File: src/rtl/cpu_pkg.sv
// Shared definitions for the multicycle core: word widths, instruction
// field bounds, the NOP encoding and the packed fetch-queue entry.
package cpu_pkg;

  localparam int INS_W = 32;
  localparam int PC_W  = 32;

  // Instruction field bounds
  localparam int OPC_HI   = 31;
  localparam int OPC_LO   = 28;
  localparam int FUNCT_HI = 27;
  localparam int FUNCT_LO = 24;
  localparam int RS1_HI   = 23;
  localparam int RS1_LO   = 20;
  localparam int RS2_HI   = 19;
  localparam int RS2_LO   = 16;
  localparam int RD_HI    = 15;
  localparam int RD_LO    = 12;

  localparam logic [INS_W-1:0] NOP_INS = 32'h0000_0000;

  // One queued fetch: the address the word came from and the word itself.
  typedef struct packed {
    logic [PC_W-1:0]  pc;
    logic [INS_W-1:0] ins;
  } fetch_entry_t;

  localparam int ENTRY_W = PC_W + INS_W;

  function automatic logic [OPC_HI-OPC_LO:0] opcode_of(input logic [INS_W-1:0] ins);
    return ins[OPC_HI:OPC_LO];
  endfunction

endpackage

File: src/rtl/fetch_fifo.sv
// Small circular buffer for fetched instructions. Registered storage with a
// combinational head read; flush empties it and wins over push and pop.
module fetch_fifo
  import cpu_pkg::*;
#(
  parameter int W     = 64,
  parameter int DEPTH = 4,
  localparam int AW   = $clog2(DEPTH),
  localparam int CW   = AW + 1
) (
  input  logic          clk,
  input  logic          reset,
  input  logic          flush,
  input  logic          push,
  input  logic [W-1:0]  push_data,
  input  logic          pop,
  output logic [CW-1:0] count,
  output logic [W-1:0]  head,
  output logic          empty
);

  localparam logic [AW-1:0] PTR_ONE   = AW'(1);
  localparam logic [CW-1:0] CNT_ONE   = CW'(1);
  localparam logic [CW-1:0] CNT_DEPTH = CW'(DEPTH);

  logic [W-1:0]  mem [DEPTH];
  logic [AW-1:0] rd_ptr;
  logic [AW-1:0] wr_ptr;
  logic          full;
  logic          push_ok;
  logic          pop_ok;

  assign empty = (count == '0);
  assign full  = (count == CNT_DEPTH);
  assign head  = mem[rd_ptr];

  // A pop frees a slot in the same cycle, so a push into a full buffer is
  // still accepted when it coincides with a pop.
  always_comb begin
    pop_ok  = pop && !empty;
    push_ok = push && (!full || pop_ok);
  end

  // Entry storage; no reset needed since reads are qualified by count.
  always_ff @(posedge clk) begin
    if (push_ok && !flush && !reset) begin
      mem[wr_ptr] <= push_data;
    end
  end

  // Pointer and occupancy bookkeeping; pointers wrap naturally modulo DEPTH.
  always_ff @(posedge clk) begin
    if (reset || flush) begin
      rd_ptr <= '0;
      wr_ptr <= '0;
      count  <= '0;
    end else begin
      if (push_ok) begin
        wr_ptr <= wr_ptr + PTR_ONE;
      end
      if (pop_ok) begin
        rd_ptr <= rd_ptr + PTR_ONE;
      end
      unique case ({push_ok, pop_ok})
        2'b10:   count <= count + CNT_ONE;
        2'b01:   count <= count - CNT_ONE;
        default: count <= count;
      endcase
    end
  end

endmodule

File: src/rtl/fetch_queue.sv
// Instruction-fetch stage: issues sequential reads to a 1-cycle synchronous
// instruction memory, queues the returned words with their PC, and hands
// them to the core. A redirect discards everything and restarts fetch.
//
// Handshake (core side): an entry transfers on a rising edge where
// out_valid && out_ready are both high. out_valid never depends on
// out_ready, and while out_valid && !out_ready the out_* values hold still.
module fetch_queue
  import cpu_pkg::*;
#(
  parameter int              DEPTH    = 4,
  parameter logic [PC_W-1:0] RESET_PC = 32'h0000_0000,
  parameter logic [PC_W-1:0] PC_STEP  = 32'd4
) (
  input  logic             clk,
  input  logic             reset,
  output logic             imem_en,
  output logic [PC_W-1:0]  imem_addr,
  input  logic [INS_W-1:0] imem_data,
  input  logic             redirect,
  input  logic [PC_W-1:0]  redirect_pc,
  output logic             out_valid,
  input  logic             out_ready,
  output logic [INS_W-1:0] out_ins,
  output logic [PC_W-1:0]  out_pc,
  output logic [PC_W-1:0]  out_pcinc
);

  localparam int AW = $clog2(DEPTH);
  localparam int CW = AW + 1;
  localparam logic [CW:0] CREDITS = (CW + 1)'(DEPTH);

  logic [PC_W-1:0] fetch_pc;
  logic            inflight;
  logic [PC_W-1:0] inflight_pc;

  logic [CW-1:0]   count;
  logic [CW:0]     credit_used;
  logic            fifo_empty;
  logic            push;
  logic            pop;
  fetch_entry_t    push_entry;
  fetch_entry_t    head_entry;
  logic [ENTRY_W-1:0] head_bits;

  // Issue only when every queued and outstanding word still has a slot. The
  // registered count is used, so a same-cycle pop does not earn a credit.
  always_comb begin
    credit_used = {1'b0, count} + {{CW{1'b0}}, inflight};
    imem_en     = !reset && !redirect && (credit_used < CREDITS);
    imem_addr   = fetch_pc;
  end

  // Fetch address and outstanding-request tracking; redirect overrides issue.
  always_ff @(posedge clk) begin
    if (reset) begin
      fetch_pc    <= RESET_PC;
      inflight    <= 1'b0;
      inflight_pc <= '0;
    end else if (redirect) begin
      fetch_pc    <= redirect_pc;
      inflight    <= 1'b0;
    end else if (imem_en) begin
      fetch_pc    <= fetch_pc + PC_STEP;
      inflight    <= 1'b1;
      inflight_pc <= fetch_pc;
    end else begin
      inflight    <= 1'b0;
    end
  end

  // The response to last cycle's request is queued unless a redirect is
  // flushing in this same cycle, in which case it is stale and dropped.
  always_comb begin
    push_entry.pc  = inflight_pc;
    push_entry.ins = imem_data;
    push           = inflight && !redirect;
    pop            = out_valid && out_ready;
  end

  fetch_fifo #(
    .W     (ENTRY_W),
    .DEPTH (DEPTH)
  ) u_fifo (
    .clk       (clk),
    .reset     (reset),
    .flush     (redirect),
    .push      (push),
    .push_data (push_entry),
    .pop       (pop),
    .count     (count),
    .head      (head_bits),
    .empty     (fifo_empty)
  );

  // Head presentation; outputs read as zero whenever the queue is empty so
  // nothing stale from storage leaks out after reset or a flush.
  always_comb begin
    head_entry = fetch_entry_t'(head_bits);
    out_valid  = !fifo_empty;
    out_ins    = NOP_INS;
    out_pc     = '0;
    out_pcinc  = '0;
    if (out_valid) begin
      out_ins   = head_entry.ins;
      out_pc    = head_entry.pc;
      out_pcinc = head_entry.pc + PC_STEP;
    end
  end

endmodule

File: config.mk
export PLATFORM = sky130hd
export DESIGN_NAME = fetch_queue
export DESIGN_NICKNAME = d
export VERILOG_FILES = /design/src/rtl/cpu_pkg.sv /design/src/rtl/fetch_fifo.sv /design/src/rtl/fetch_queue.sv
export SDC_FILE = /design/constraint.sdc
export NUM_CORES = 1
export LEC_CHECK = 0
export BUFFER_PORTS_ARGS = -buffer_cell sky130_fd_sc_hd__clkbuf_2
export CORE_MARGIN = 8
export CORE_UTILIZATION = 57
export CTS_CLUSTER_DIAMETER = 200
export DETAILED_ROUTE_END_ITERATION = 8
export GPL_ROUTABILITY_DRIVEN = 0
export PLACE_DENSITY = 0.86
export REMOVE_ABC_BUFFERS = 1
export SLEW_MARGIN = 20
export SYNTH_ARGS = -nofsm -noshare
export SYNTH_HDL_FRONTEND = slang
export SYNTH_SLANG_ARGS = --single-unit
File: constraint.sdc
create_clock -name clk -period 3.95 [get_ports clk]
set_clock_uncertainty 0.2 [all_clocks]
set_input_delay 0.79 -clock clk [delete_from_list [all_inputs] [get_ports clk]]
set_output_delay 0.79 -clock clk [all_outputs]
set_load 0.01 [all_outputs]
# Word level (Yosys, flattened, before mapping)
# Memory sizes are Yosys's and may differ from the RTL's. A register that Yosys moved wholly into a read port is not among the register bits.
# Cells that the tools add are included.
[op_classes]
n_addsub = 7
order_cmp = 1
eq_ne = 3
muxes = 11
n_bitwise = 1
reduce_logical = 19
[ops]
columns = ["cell", "n"]
rows = [
  ["32-bit two-way mux", 5],
  ["32-bit by 3-bit adder with 32-bit output (second input constant)", 2],
  ["1-bit logical AND", 8],
  ["3-bit case mux with 2 select lines", 1],
  ["2-bit by 1-bit adder with 2-bit output (second input constant)", 2],
  ["3-bit by 1-bit adder with 4-bit output", 1],
  ["1-bit logical NOT", 4],
  ["4-bit by 3-bit < comparator with 1-bit output (second input constant)", 1],
  ["2-bit two-way mux", 2],
  ["2-bit nonzero test", 2],
  ["3-bit by 1-bit adder with 3-bit output (second input constant)", 1],
  ["3-bit equality test (second input constant)", 1],
  ["3-bit logical NOT", 1],
  ["1-bit two-way mux", 3],
  ["3-bit by 1-bit subtractor with 3-bit output (second input constant)", 1],
  ["2-bit by 1-bit equality test with 1-bit output (second input constant)", 1],
  ["2-bit equality test (second input constant)", 1],
  ["1-bit logical OR", 2],
  ["2-bit AND reduction", 1],
  ["2-bit OR reduction", 1],
  ["1-bit NOT", 1],
]
[totals]
ff_bits = 72
ram_bits = 256
in_bits = 68
elab_cells = 49
n_memories = 1
[memory_table]
columns = ["name", "depth", "width", "rd", "rd_ports_with_merged_regs", "wr", "line", "source"]
rows = [
  ["u_fifo.mem", 4, 64, 1, 1, 1, "fetch_fifo.sv:26", "logic [W-1:0] mem [DEPTH];"],
]

# Longest topological paths before layout
# Gate-level depths: netlist (run 1).
[logic_depth]
ltp_word = 10
depth_mapped = 9
ltp_nobuf = 9

# Hierarchy
# Synthesis (run 1) repeated with hierarchy kept, for this count alone.
[unflattened]
hier_cells = 990
hier_area_um2 = 14031.0
[modules_own_cells]
columns = ["module", "instances", "cells_per_inst", "area_per_inst_um2", "seq_area_each_um2"]
rows = [
  ["fetch_fifo", 1, 396, 9744.3, 7867.5],
  ["fetch_queue", 1, 594, 4286.6, 1301.2],
]

# Least setup slack after synthesis (run 1)
# No wires, ideal clock.
[synth_path]
path_kind = "input-to-reg"
start = "input reset"
end = "memory u_fifo.mem[1][0] (enable)"
setup_ns = 0.429
t_arrival_ns = 2.792
setup_slack_ns = 0.530
cell_stages = 3
n_path_buf = 1
path_cell_list = "clkbuf_1 nor3_1 and2_1"
[synth_between]
elab_chain_cells = 4
[synth_rtl]
columns = ["element", "line", "source"]
rows = [
  ["start: declaration", "fetch_queue.sv:16", "input logic reset,"],
  ["1-bit logical NOT", "fetch_fifo.sv:46", "if (push_ok && !flush && !reset) begin"],
  ["1-bit logical AND", "fetch_fifo.sv:46", ""],
  ["1-bit two-way mux", "fetch_fifo.sv:46", ""],
  ["1-bit two-way mux (implied by the code)", "fetch_fifo.sv:47", "mem[wr_ptr] <= push_data;"],
  ["end: declaration", "fetch_fifo.sv:26", ""],
]
# No other way between the ends.

==> results.toml, run 1 <==
[synthesis]
synth_cells = 966
synth.most_common_cell = "edfxtp_1"
synth_top_area_cell = "edfxtp_1"
synth_edf_count = 256
netlist_area_mm2 = 0.0139
synth_ff_type = "edfxtp_1"
synthArstFlopShare = 0
ys_seq_area_frac = 0.662
yosys-top-cells-area = "edfxtp_1 (55%), dfxtp_1 (11%), mux4_2 (10%)"
ys_warn_count = 0
syn_avg_cell_area_um2 = 14.3
ys_ff_latch = 330
synth_top_area_share = 0.555
synth_cell_types = 58
synthTopCellsByCount = "edfxtp_1 (256), nand2_1 (101), dfxtp_1 (74)"

[worst_hold_path]
hold_path.class = "register to register"
hold_start = "imem_addr[0]"

[power_and_ir_drop]
pwr-share-seq = 0.518
netSwitchingFraction = 0.203
combPwrFrac = 0.040
ir_drop_mv = 0.221
p_clk_frac = 0.442
power.density_mw_per_mm2 = 443
leakage_uw = 0.00603
p_sw_uw = 1500
p_int_uw = 5870

[cells_and_area]
syn2layout_area_growth_pct = 19.9
finish.instance_area_mm2 = 0.0166
fin_nets = 1261
diodes = 0
fin_cells = 1536
layout-drive-gt1-share = 0.320
final_util = 0.689

[setup_path]
arrival_ps = 2920
r2r-start = "u_fifo.count[2]"
r2r_slack_ps = 1180
cp-start-kind = "register"
crit_fanout = 8
cp-end-kind = "primary output"
path_class = "register to primary output"
cp.required_ps = 2960

[cts]
cts_made_buffers = 34
cts_root_buf = "clkbuf_16"
tritoncts = "done"
hold_buffers = 0
clock-sinks = 330
clk_latency_ps = 500
clockBufferDepth = 3
path_clk_slew_ps = 60
h-tree-depth = 2

[die]
die_area_mm2 = 0.0295
io_pins = 198
start_util = 0.575
rows = 57
die_x_um = 172
coreArea_mm2 = 0.0241
die_h_um = 172

[timing]
finalCriticalPeriod_ps = 3910
hold_violations = 0
min_period_over_period = 0.991
slew_headroom = 0.452
finalMaxSlewViolations = 0
grt_setup_unrepaired = "true"
holdWs_ps = 284
tightestPinTransition_ps = 815
finalSetupViolCount = 0
fmax_mhz = 256
final.setup.tns_ps = 0

[drt]
first_iter_violations = 858
routedWlPerCell_um = 21.1
drc = 0
totalWireLength_mm = 32.4
viasPerCell = 5.92
ant_nets = 0
vias = 9095
drt_pass1_iterations = 5

[global_route]
grt_pass1_wl_mm = 49.0
grt.total_usage = 0.212
grt_pass1_vias = 9010
antenna_found_initial = 0
grt_max_degree = 65
gr-total-overflow = 0

[placed_design]
dpl_cell_area_mm2 = 0.0152
dp.cells = 1455
place_hpwl_mm = 20.7
port_buffers = 197

[status]
status = "completed"

[run]
cap_violations = 0
==> critical path: stages, from the launching register on <==
cell and delay, ps:
dfxtp_4 420, buf_4 180, mux4_2 500, nand4_4 190, nor2_1 410, nand4_1 210
mux2_2 350, clkbuf_2 160
==> worst paths after layout <==
kind / end / cells after the start
worst max-delay path: out_pcinc[22] / 7
worst min-delay path: inflight_pc[0] / 2
worst min register to register: inflight_pc[0] / 2
worst max register to register: u_fifo.count[2] / 9
==> final cells by class <==
cell class	instances	area [um^2]
Clock buffer	43	958
Clock inverter	19	204
Fill cell	1652	7490
Inverter	15	56.3
Multi-Input combinational cell	568	4400
Sequential cell	330	9180
Tap cell	324	405
Timing Repair Buffer	237	1410
==> routing by layer <==
metal  track usage  vias to the layer above  routed length, um
li1              -                     4123                  -
met1         0.290                     4453              13300
met2         0.335                      437              15500
met3        0.0345                       82               2400
met4        0.0870                        0               1230
met5             0                        -                  0
==> cells by family after synthesis <==
family	Yosys count	synth area share
AOI/OAI and AO/OA	122	0.0508
buffers and inverters	69	0.0239
xor gates and xnor gates	18	0.0114
DFF	330	0.662
adders and majority gates	7	0.00686
and+or+nand+nor	341	0.129
muxes	79	0.117
==> registers in the layout, summed over array words and instances (netlist names), named ones only <==
| name | count |
|---|---|
| imem_addr | 32 |
| inflight | 1 |
| inflight_pc | 32 |
| u_fifo.count | 3 |
| u_fifo.mem | 256 |
| u_fifo.rd_ptr | 2 |
| u_fifo.wr_ptr | 2 |
==> power groups by stage <==
stage	Clock (uW)	Sequential (uW)	Combinational, uW
finish	3260	3810	298
global route	3450	3820	328
CTS	3320	3810	296
detailed placement	0	3890	292
global placement	0	3880	284
floorplan	0	3880	132
==> layout by cell type, fill, tap and decap left out, types with 5 or more instances in the layout <==
cell	count
clkinv_1	6
xnor2_1	14
or3_1	8
clkbuf_2	197
dfxtp_1	72
mux2_2	9
nor2_1	61
o21ai_0	26
and2_1	65
a31oi_1	17
and3_1	7
nor3_1	12
a21oi_1	58
mux4_2	64
clkbuf_1	5
a32oi_1	5
nor2b_1	6
inv_1	13
buf_12	6
nor4_1	7
nand2_1	101
buf_4	30
nand4_1	18
clkbuf_16	38
ha_1	6
nand3_1	20
edfxtp_1	256
==> what timing repair did <==
action,4_1_cts,5_1_grt
pin swaps,0,1
setup endpoints to repair,11,7
buffers inserted,4,13
cloned,0,2
resized for setup,3,9
==> per-stage QoR <==
stage / setup slack (ps) / total power (uW)
after detailed placement: 348 / 4180
after CTS: 20.1 / 7420
after global routing: -79.9 / 7590
after global placement: 389 / 4170
after floorplan: -1670 / 4020
final: 36.9 / 7370
Power figures use the tool's default switching activity.
==> inputs of run 2 (changes only) <==
Settings changed: CORE_UTILIZATION 57 to 52, PLACE_DENSITY 0.86 to 0.83.
Clock period 3.95 ns to 3.6 ns, I/O delays scaled along.
==> run 2 against run 1 <==
  * The flow now finishes with violations (setup timing)
  * Combinational power up 8.1%
  * Worst setup slack worse by 140 ps
  * Sequential cell count unchanged
  * Highest routed layer unchanged
  * Global-route usage down 1.6 points
==> results.toml, run 2 (synthesis results as in run 1) <==
[status]
status = "complete, but fails checks"
violations = "setup timing"

[global_route]
use_met1 = 0.250
grt_pass1_vias = 8948
use_met3 = 0.0318
grt_max_degree = 64
grt_use_met2 = 0.328
grt_pass1_wl_mm = 48.8
gr-total-overflow = 0
grt_busiest_layer = "met2"
antenna_found_initial = 0
grt.total_usage = 0.195

[cts]
path_clk_slew_ps = 60
clk_latency_ps = 500
cts_root_buf = "clkbuf_16"
clock-sinks = 330
clockBufferDepth = 3
h-tree-depth = 2
hold_buffers = 0
tritoncts = "done"
cts_made_buffers = 35

[die]
io_pins = 198
coreArea_mm2 = 0.0261
start_util = 0.530
die_area_mm2 = 0.0321
rows = 59
die_x_um = 179
die_h_um = 179

[worst_hold_path]
hold_start = "redirect_pc[30]"
hold_path.class = "input port to register"

[setup_path]
cp-start-kind = "register"
r2r_slack_ps = 910
crit_fanout = 10
cp-end-kind = "primary output"
r2r-start = "u_fifo.count[2]"
timing.critical_path.buf_inv = 2
max_stage_delay_ps = 470
cp.required_ps = 2680
crit_slowest_cell = "or3_4"
arrival_ps = 2780
crit_family = "simple AND/OR/NAND/NOR gates"
path_class = "register to primary output"
critical_path.cell_chain = "buf_12 -> mux4_2 -> nand4_4 -> or3_4 -> or3_1 -> a21oi_2 -> buf_2"

[placed_design]
place_hpwl_mm = 21.2
pre_cts_ws_ps = 165
port_buffers = 197

[cells_and_area]
layout_commonest_cell = "edfxtp_1"
syn2layout_area_growth_pct = 19.4
largest_register_ffs = 256
diodes = 0
layout-drive-gt1-share = 0.325
final_cell_mix = "edfxtp_1 (256), clkbuf_2 (195), nand2_1 (100), dfxtp_1 (72), and2_1 (65)"
fin_nets = 1259
largest_register = "u_fifo.mem"

[timing]
finalSetupViolCount = 12
hold_violations = 0
grt_setup_unrepaired = "true"
min_period_over_period = 1.03
finalCriticalPeriod_ps = 3700
finalMaxSlewViolations = 0
worst_slack_ps = -102
tightestPinTransition_ps = 807
fmax_mhz = 270
slew_headroom = 0.457

[drt]
vias = 8871
drc = 0
viasPerCell = 5.76
first_iter_violations = 699
routedWlPerCell_um = 20.5
ant_nets = 0
drt_pass1_iterations = 5
totalWireLength_mm = 31.5

[power_and_ir_drop]
leakage_uw = 0.00599
power.density_mw_per_mm2 = 479
power_uw = 7930
ir_drop_mv = 0.313

[run]
cap_violations = 0
[run 2: worst register-to-register path: stages, from the launching register on]
cell	delay (ps)
dfxtp_1	440
nor3_2	80
inv_2	430
and3_1	290
inv_1	70
fa_1	390
a2111oi_0	390
a21oi_1	90
xor2_1	150
nor2_1	50
[run 2: what timing repair did]
action | CTS | global route
pin swaps | 5 | 0
setup endpoints to repair | 21 | 27
setup buffers | 11 | 2
endpoints found under the hold margin | 0 | 0
gates resized for setup | 14 | 7
[run 2: through the flow]
| stage | area, um^2 | util | hold slack [ps] | TNS, ps | cells |
|---|---|---|---|---|---|
| 4_1_cts | 16500 | 0.632 | 224 | -509 | 1539 |
| 5_1_grt | 16500 | 0.633 | 232 | -2430 | 1541 |
| 6_report | 16500 | 0.633 | 233 | -599 | 1541 |
| 3_3_place_gp | 15300 | 0.584 | 261 | 0 | 1469 |
| 2_1_floorplan | 13600 | - | 258 | -116610 | 912 |
| 3_5_place_dp | 15300 | 0.584 | 266 | 0 | 1469 |
[run 2: worst paths after layout]
check | endpoint | cells after the start
min | imem_addr[30] | 3
min reg2reg | inflight_pc[1] | 2
max | out_pcinc[20] | 7
max reg2reg | u_fifo.count[2] | 9
[run 2: report_power, final]
part | switching [uW] | internal [uW]
combinational | 193 | 129
clock | 1380 | 2040
sequential | 53.2 | 4130
[run 2: final cells by class]
cell class / count / area (um^2)
Timing Repair Buffer: 235 / 1360
Clock inverter: 18 / 178
Sequential cell: 330 / 9180
Fill cell: 1940 / 9590
Tap cell: 335 / 419
Multi-Input combinational cell: 567 / 4440
Clock buffer: 41 / 918
Inverter: 15 / 56.3
[run 2: routing by layer]
metal  vias up  wire (um)
met1      4354      13100
met3        73       2070
met5         -          0
li1       4102          -
met4         0        987
met2       342      15400
==> inputs of run 3 (changes only) <==
Settings changed: BUFFER_PORTS_ARGS -buffer_cell sky130_fd_sc_hd__clkbuf_2 to default, CORE_UTILIZATION 52 to 57, DONT_BUFFER_PORTS from default to 1, PLACE_DENSITY 0.83 to 0.82.
==> run 3 against run 2 <==
  * The run still ends with setup timing left
  * Combinational power shrank 35%
  * Highest routed layer unchanged
  * Clock-buffer cell count did not move
  * Via count decreased by 6.3%
  * Total power rose by 0.97%
  * Clock power increased by 5%
  * Global-route usage rose by 1.6 points
  * Worst setup slack better by 44 ps
  * Critical endpoint unchanged
  * First-iteration DRC count is 0.57% lower
  * Register-to-register slack got worse by 30 ps
  * Utilization grew 2.7 points
  * Sequential power hardly changed
==> results.toml, run 3 (synthesis results as in run 1) <==
[status]
status = "complete, but fails checks"
violations = "setup timing"

[drt]
drt_pass1_iterations = 4
vias = 8312
viasPerCell = 6.09
ant_nets = 0
first_iter_violations = 695
routedWlPerCell_um = 23.3
totalWireLength_mm = 31.8
drc = 0

[placed_design]
dpl_cell_area_mm2 = 0.0143
place_hpwl_mm = 20.2
dp.cells = 1267
port_buffers = 0

[global_route]
grt_pass1_vias = 8393
grt.total_usage = 0.211
grt_pass1_wl_mm = 47.9
use_met1 = 0.267
grt_max_degree = 66
use_met3 = 0.0539
grt_busiest_layer = "met2"
gr-total-overflow = 0
antenna_found_initial = 0
grt_use_met2 = 0.354

[cts]
path_clk_slew_ps = 60
hold_buffers = 0
cts_made_buffers = 34
clk_latency_ps = 520
tritoncts = "done"
cts_root_buf = "clkbuf_16"
h-tree-depth = 2
clockBufferDepth = 3
clock-sinks = 330

[timing]
fmax_mhz = 273
slew_headroom = 0.484
finalCriticalPeriod_ps = 3660
holdWs_ps = 76.3
finalSetupViolCount = 3
grt_setup_unrepaired = "true"
hold_violations = 0
finalMaxSlewViolations = 0
min_period_over_period = 1.02
worst_slack_ps = -58.3
tightestPinTransition_ps = 767

[die]
rows = 57
start_util = 0.575
die_h_um = 172
die_x_um = 172
io_pins = 198
coreArea_mm2 = 0.0241
die_area_mm2 = 0.0295

[worst_hold_path]
hold_start = "reset"
hold_path.class = "input port to register"
hold_depth = 1
min_to = "imem_addr[26]"

[setup_path]
cp-start-kind = "register"
arrival_ps = 2740
path_class = "register to primary output"
crit_slowest_cell = "dfxtp_4"
r2r-start = "u_fifo.count[2]"
timing.critical_path.buf_inv = 2
critical_path.cell_chain = "buf_12 -> mux4_2 -> ha_4 -> nand3_4 -> or2_4 -> or3_4 -> a21oi_4 -> buf_6"
reg2reg_depth = 9
crit_family = "simple AND/OR/NAND/NOR gates"
max_stage_delay_ps = 400
cp-end-kind = "primary output"
timing.rr.end = "u_fifo.count[2]"
r2r_slack_ps = 880
crit_fanout = 7
cp.required_ps = 2680

[cells_and_area]
largest_register = "u_fifo.mem"
largest_register_ffs = 256
fin_cells = 1365
fillers = 1678
finish.instance_area_mm2 = 0.0159
fin_nets = 1090
syn2layout_area_growth_pct = 14.8
final_cell_mix = "edfxtp_1 (256), nand2_1 (100), dfxtp_1 (72), and2_1 (65), mux4_2 (64)"
layout-drive-gt1-share = 0.228
diodes = 0
layout_commonest_cell = "edfxtp_1"

[power_and_ir_drop]
p_sw_uw = 1620
power.density_mw_per_mm2 = 503
ir_drop_mv = 0.298
combPwrFrac = 0.026
leakage_uw = 0.00529
p_int_uw = 6390
pwr-share-seq = 0.524
p_clk_frac = 0.449
netSwitchingFraction = 0.202

[run]
cap_violations = 0
run 3: what timing repair did:
action | in CTS | in global routing
gates cloned | 1 | 0
resized for setup | 15 | 22
buffers inserted | 21 | 15
endpoints found under the hold margin | 0 | 0
pin swaps | 3 | 11
endpoints found under the setup margin | 23 | 16
run 3: area by class of cell:
| class | count | area [um^2] | area share |
|---|---|---|---|
| Tap cell | 324 | 405 | 0.0255 |
| Clock inverter | 21 | 258 | 0.0162 |
| Clock buffer | 41 | 907 | 0.0570 |
| Sequential cell | 330 | 9180 | 0.577 |
| Multi-Input combinational cell | 567 | 4490 | 0.282 |
| Inverter | 15 | 56.3 | 0.00354 |
| Timing Repair Buffer | 67 | 613 | 0.0385 |
run 3: worst max path at each step:
stage                     startpoint             to  slack [ps]  cells past startpoint
after global routing        register  out_pcinc[19]        -130                      8
after detailed placement    register  out_pcinc[20]         160                      7
final                       register  out_pcinc[20]         -60                      8
after floorplan             register  out_pcinc[25]       -1950                      5
after CTS                   register  out_pcinc[19]         -60                      7
after global placement      register  out_pcinc[20]         180                      7
run 3: metal layers:
layer  vias to the layer above  share of wire
li1                       3779              -
met1                      4118           0.40
met2                       353           0.49
met3                        62          0.082
met4                         0          0.028
met5                         -              0
run 3: through the flow:
stage / setup TNS, ps / power [uW] / setup slack, ps / util
2_1_floorplan: -116610 / 4410 / -1950 / -
3_3_place_gp: 0 / 4470 / 183 / 0.593
3_5_place_dp: 0 / 4480 / 156 / 0.593
4_1_cts: -140 / 8060 / -62.2 / 0.653
5_1_grt: -691 / 8240 / -132 / 0.660
6_report: -131 / 8010 / -58.3 / 0.660
run 3: power groups by stage:
stage / combinational (uW) / sequential (uW) / clock (uW)
after global routing: 231 / 4200 / 3800
after global placement: 193 / 4280 / 0
after CTS: 207 / 4200 / 3650
after floorplan: 145 / 4260 / 0
after detailed placement: 197 / 4280 / 0
final: 209 / 4200 / 3600
